===== src/rtl/tbcc_rep_encoder.sv =====
// Tail-biting convolutional encoder with run-time repetition.
// Buffers L info bits, encodes at rate 1/N, then streams the coded block R times.
module tbcc_rep_encoder #(
  parameter int                 L     = 32,
  parameter int                 K     = 7,
  parameter int                 N     = 3,
  parameter logic [N*K-1:0]     G     = {7'o133, 7'o171, 7'o165},
  parameter int                 REP_W = 4
) (
  input  logic             clk,
  input  logic             rst_n,
  input  logic             din,
  input  logic             din_vld,
  output logic             din_rdy,
  input  logic [REP_W-1:0] rep_num,
  output logic             dout,
  output logic             dout_vld,
  input  logic             dout_rdy,
  output logic             dout_last,
  output logic             busy
);

  // state  | meaning
  // S_LOAD | accepting L info bits into d_buf
  // S_ENC  | one info position per cycle, N coded bits written to c_mem
  // S_OUT  | streaming c_mem R times; first cycle primes dout_vld

  localparam int CW = (L > 1) ? $clog2(L) : 1;
  localparam int BW = (N > 1) ? $clog2(N) : 1;
  localparam logic [CW-1:0] LAST_W = CW'(L - 1);
  localparam logic [BW-1:0] LAST_B = BW'(N - 1);

  typedef enum logic [1:0] {S_LOAD, S_ENC, S_OUT} state_t;

  state_t           state, state_d;
  logic [L-1:0]     d_buf;
  logic [N-1:0]     c_mem [L];
  logic [CW-1:0]    load_cnt;
  logic [CW-1:0]    enc_cnt;
  logic [CW-1:0]    rd_word;
  logic [BW-1:0]    rd_bit;
  logic [REP_W-1:0] rep_cnt;
  logic [REP_W-1:0] rep_max;
  logic [K-1:0]     win;
  logic [N-1:0]     enc_bits;
  logic             take, give, last_bit, last_rep;

  assign din_rdy   = (state == S_LOAD);
  assign busy      = (state != S_LOAD);
  assign take      = din_vld & din_rdy;
  assign give      = dout_vld & dout_rdy;
  assign last_bit  = (rd_word == LAST_W) && (rd_bit == LAST_B);
  assign last_rep  = (rep_cnt == rep_max - REP_W'(1));
  assign dout      = dout_vld & c_mem[rd_word][rd_bit];
  assign dout_last = dout_vld & last_bit & last_rep;

  // Window tap i reads d[(n-i) mod L]; the wrap gives the tail-biting start state.
  always_comb begin
    win = '0;
    for (int i = 0; i < K; i++) begin
      int t;
      t = int'(enc_cnt) - i;
      if (t < 0) t = t + L;
      win[i] = d_buf[t[CW-1:0]];
    end
    enc_bits = '0;
    for (int j = 0; j < N; j++)
      for (int i = 0; i < K; i++)
        enc_bits[j] = enc_bits[j] ^ (win[i] & G[(N-1-j)*K + (K-1-i)]);
  end

  always_comb begin
    state_d = state;
    case (state)
      S_LOAD: if (take && load_cnt == LAST_W) state_d = S_ENC;
      S_ENC:  if (enc_cnt == LAST_W) state_d = S_OUT;
      S_OUT:  if (give && last_bit && last_rep) state_d = S_LOAD;
      default: state_d = S_LOAD;
    endcase
  end

  always_ff @(posedge clk) begin
    if (!rst_n) begin
      state    <= S_LOAD;
      load_cnt <= '0;
      enc_cnt  <= '0;
      rd_word  <= '0;
      rd_bit   <= '0;
      rep_cnt  <= '0;
      rep_max  <= REP_W'(1);
      dout_vld <= 1'b0;
    end else begin
      state <= state_d;
      case (state)
        S_LOAD: begin
          if (take) begin
            load_cnt <= (load_cnt == LAST_W) ? '0 : load_cnt + CW'(1);
            if (load_cnt == '0)
              rep_max <= (rep_num == '0) ? REP_W'(1) : rep_num;
          end
        end
        S_ENC: enc_cnt <= (enc_cnt == LAST_W) ? '0 : enc_cnt + CW'(1);
        S_OUT: begin
          if (!dout_vld) begin
            dout_vld <= 1'b1;
          end else if (dout_rdy) begin
            if (last_bit) begin
              rd_word <= '0;
              rd_bit  <= '0;
              if (last_rep) begin
                rep_cnt  <= '0;
                dout_vld <= 1'b0;
              end else begin
                rep_cnt <= rep_cnt + REP_W'(1);
              end
            end else if (rd_bit == LAST_B) begin
              rd_bit  <= '0;
              rd_word <= rd_word + CW'(1);
            end else begin
              rd_bit <= rd_bit + BW'(1);
            end
          end
        end
        default: ;
      endcase
    end
  end

  // Data buffers need no reset: every block overwrites them fully before use.
  always_ff @(posedge clk) begin
    if (state == S_LOAD && take) d_buf[load_cnt] <= din;
    if (state == S_ENC) c_mem[enc_cnt] <= enc_bits;
  end

endmodule


===== config.mk =====
export PLATFORM = sky130hd
export DESIGN_NAME = tbcc_rep_encoder
export DESIGN_NICKNAME = d
export VERILOG_FILES = /design/src/rtl/tbcc_rep_encoder.sv
export SDC_FILE = /design/constraint.sdc
export NUM_CORES = 1
export LEC_CHECK = 0
export CORE_MARGIN = 3
export CORE_UTILIZATION = 51
export DETAILED_ROUTE_END_ITERATION = 8
export PLACE_DENSITY_LB_ADDON = 0.3
export RECOVER_POWER = 25
export SYNTH_ARGS = -nofsm -noshare
export SYNTH_HDL_FRONTEND = slang
export SYNTH_SLANG_ARGS = --single-unit

===== constraint.sdc =====
create_clock -name clk -period 5.2 [get_ports clk]
set_input_delay 1.56 -clock clk [delete_from_list [all_inputs] [get_ports clk]]
set_output_delay 1.56 -clock clk [all_outputs]
set_load 0.1 [all_outputs]

==> results <==
- The area share of the largest cell type after synthesis is 46.1%.
- During placement, the flow inserted port buffers numbering 13.
- The met1 usage in global routing is 27.9%.
- Counting along the longest clock path gives a buffer depth of 2.
- The type of the worst min-delay path is reg -> reg.
- Counting flops and latches in the post-synthesis netlist gives 161.
- 14 I/O pins were placed.
- The first global-routing pass estimated 27600 µm of wire.
- Compared with the post-synthesis result, the final layout area differs by 10.7%.
- The final layout net count is 632.
- The total vias in the final route is 4964.
- Across the VDD grid, the largest voltage drop is about 0.30 mV.
- The die outline height is 134 µm.
- The clock root buffer master is clkbuf_16.
- From left edge to right edge, the die measures between 100 and 150 µm.
- The area of the placeable core is 15900 µm².
- The design draws about 0.0026 W.
- The worst pin sits at a relative slew slack of 14.9%.
- The predominant post-synthesis flop cell is edfxtp_1.
- In the global route stage, overall resource usage came out at 19.9%.
- The maximum number of pins on one net before global-route repair is 41.
- After synthesis, the cell types taking the most area are edfxtp_1 46%, mux4_2 21%, dfxtp_1 7.9%.
- The cell type with the highest aggregate area in the netlist is edfxtp_1.
- In the global route stage, met2 resource usage came out at 32.2%.
- The number of filler cells placed in the layout is around 1300.
- STA classifies the critical path endpoint as a primary output.
- The number of setup buffers added after CTS is 0.
- The Yosys step of the flow raised 0 warnings.
- Max-cap violations in this run came to 0.
- The first-pass iteration count of the detailed router is 5.
- Setup repair after global routing left no endpoint under its margin.
- The overflow left after global routing is 0.
- The placed instance count is 795.
- The number of hold buffers added after cts is 0.
- Synthesis produced 587 cells.
- The detail-routed via count per cell is 6.00.
- Summed over all failing endpoints, the final setup total negative slack is 0 ps.
- The number of endpoints with negative hold slack in the final report is 0.
- The data arrival at the endpoint of the critical path is 3180 ps.
- Of all flip-flops after synthesis, the portion carrying an async set or reset was 0%.
- In this run the core area contains 46 standard-cell rows.
- For the worst setup path, the data required time is 3640 ps.
- The net count after synthesis is 620.
- The final clock period utilization by the worst path is 91.1%.
- TritonCTS created 17 clock buffers.
- After detailed routing, the number of remaining DRC violations is 0.
- Counting every sink on the clock net gives 161.
- Averaged over all synthesized cells, the footprint is 14.2 µm².
- The repair_antennas step left the layout with diodes totalling 0.
- The power per cell area is 284 nW/µm².
- The worst-case clock skew is 12.5 ps.
- The run finished with clean final reports.
- The category of the worst setup path launch point is a flop.
- In the final layout, the multi-input gates occupy 3660 µm².
- The final cell count without fillers is 828.
- The quantity of gates resized following cts is 0.
- The most common cell after layout, fill and taps aside is edfxtp_1.
- In the layout the commonest cells are 128 x edfxtp_1, 76 x mux4_2, 73 x nor2_1.
- The sequential area share after synthesis is 54.0%.
- Global routing consumed, on the met3 layer, 4.13% of the routing resources.
- Clock latency on the worst-skew pair, taken at its later pin, is 430 ps.
- The number of DRC markers in iteration 0 is 402.
- The final setup violation count is 0.
- The pin slew with the least headroom to its limit is roughly 1300 ps.
- The count of cell types in the netlist is 43.
- Based on the critical path, the design can be clocked at up to 211 MHz.
- Of all nets on the critical path, the largest fanout is 14.
- After clock tree synthesis, the clock-pin slew on the worst setup and hold paths is 60 ps.
- Cells with a size suffix above 1 make up between 20% and 30% of the layout.
- The reported leakage power is 2.93 nW.
- The synthesized design contains roughly 130 enable-type register cells.
- Routability-driven placement finished with a final weighted congestion of 0.840.
- The summed instance area of the synthesized netlist is 8340 µm².
- The TritonCTS clock tree is done.
- For this configuration, the core starts out at a cell density of 52.3%.
- The number of antenna violations at the first check in global routing came to 0.
- Once detail routing completed, the nets flagged for antenna violations numbered 0.
- The die area is 17900 µm².
- Wires add up to 17000 µm.
- In the final routed layout, each cell accounts on average for 20.5 µm.
- The most congested layer reported by global routing is met2.
- The H-tree was split into 4 levels.
- The kind of critical path is reg -> out.
- Detailed placement ended at an HPWL of 11800 µm.
- The shortest period the worst path allows is 4740 ps.
- The number of global-route vias before repair is between 4000 and 5000.
- The sequential cell area in the final layout is 4500 µm².
- The count of pins over their slew limit is 0.
## layer usage
layer / share of wire, % / wire, µm / vias up
li1: - / - / 2277
met1: 43 / 7340 / 2507
met2: 50 / 8480 / 163
met3: 5.7 / 978 / 17
met4: 1.3 / 217 / 0
met5: 0 / 0 / -
## flip-flops by register name, indices dropped and copies added, names as in the netlist, named ones only
register,flops
c_mem,96
d_buf,32
dout_vld,1
enc_cnt,5
load_cnt,5
rd_bit,2
rd_word,5
rep_cnt,4
rep_max,4
state,2
## cell usage after synthesis, types with 2 or more instances
cell	instances
or3_1	4
inv_1	11
nand3_1	8
nor2b_1	14
a31oi_1	2
nand3b_1	6
nor2_1	73
nand2_1	43
o22ai_1	2
a21boi_0	12
mux4_2	76
mux2i_1	18
o21ai_0	11
a21boi_1	2
mux2_2	2
and3_1	2
or3b_2	3
buf_6	3
buf_2	6
nand2b_1	7
inv_2	2
and2_1	5
nor3_1	9
nand4_1	4
dfxtp_1	33
buf_1	4
xor2_1	16
edfxtp_1	128
nor4b_1	2
clkbuf_1	15
or4_1	2
xnor2_1	12
a211oi_1	3
a21oi_1	14
o21a_1	2
ha_1	24
## final cells by class
| class | count | share of cell area [%] |
|---|---|---|
| sequential | 161 | 48.8 |
| inverter | 13 | 0.529 |
| tap | 216 | 2.93 |
| timing repair buffer | 23 | 2.21 |
| clock inverter | 12 | 1.11 |
| clock buffer | 20 | 4.73 |
| multi-input combinational | 383 | 39.7 |
## stage by stage
| step | instance area (µm²) | hold slack [ps] | setup WS [ps] | utilization [%] |
|---|---|---|---|---|
| after floorplan | 8340 | 447 | 450 | - |
| after detailed placement | 8680 | 459 | 794 | 54.4 |
| after global placement | 8680 | 462 | 943 | 54.4 |
| after global routing | 9230 | 500 | 212 | 57.9 |
| final | 9230 | 464 | 463 | 57.9 |
| after CTS | 9220 | 468 | 420 | 57.8 |
## path summary, 6_finish.rpt
kind / from / cells after the start / slack [ps] / to
worst max-delay path: flop / 7 / 460 / dout
worst min-delay path: rep_max[3] / 2 / 460 / rep_max[3]
worst max register to register: enc_cnt[0] / 7 / 900 / c_mem[11][0]
worst min register to register: rep_max[3] / 2 / 460 / rep_max[3]
## worst max-delay path: stages (launching register included)
cell and delay (ps):
dfxtp_1 860, buf_4 330, mux4_2 310, mux4_2 500
mux2i_1 260, nor3_1 80, o21a_1 180, buf_4 230
## power by group
group / total [W] / internal (W) / switching (W)
logic: 0.0000664 / 0.0000231 / 0.0000433
clock network: 0.00115 / 0.000621 / 0.000526
registers: 0.00140 / 0.00140 / 0.00000522
total: 0.00262 / 0.00204 / 0.000575
## kinds of logic (layout without fill, tap and decap cells)
family | count (synthesis) | count (layout) | synth area share, %
adders and majority gates | 24 | 24 | 3.60
DFF | 161 | 161 | 54.0
xor gates and xnor gates | 28 | 28 | 2.94
and+or+nand+nor | 185 | 185 | 10.4
AOI/OAI and AO/OA | 50 | 50 | 3.69
buffers and inverters | 43 | 68 | 2.36
muxes | 96 | 96 | 23.0
(Power assumes the default switching activity.)
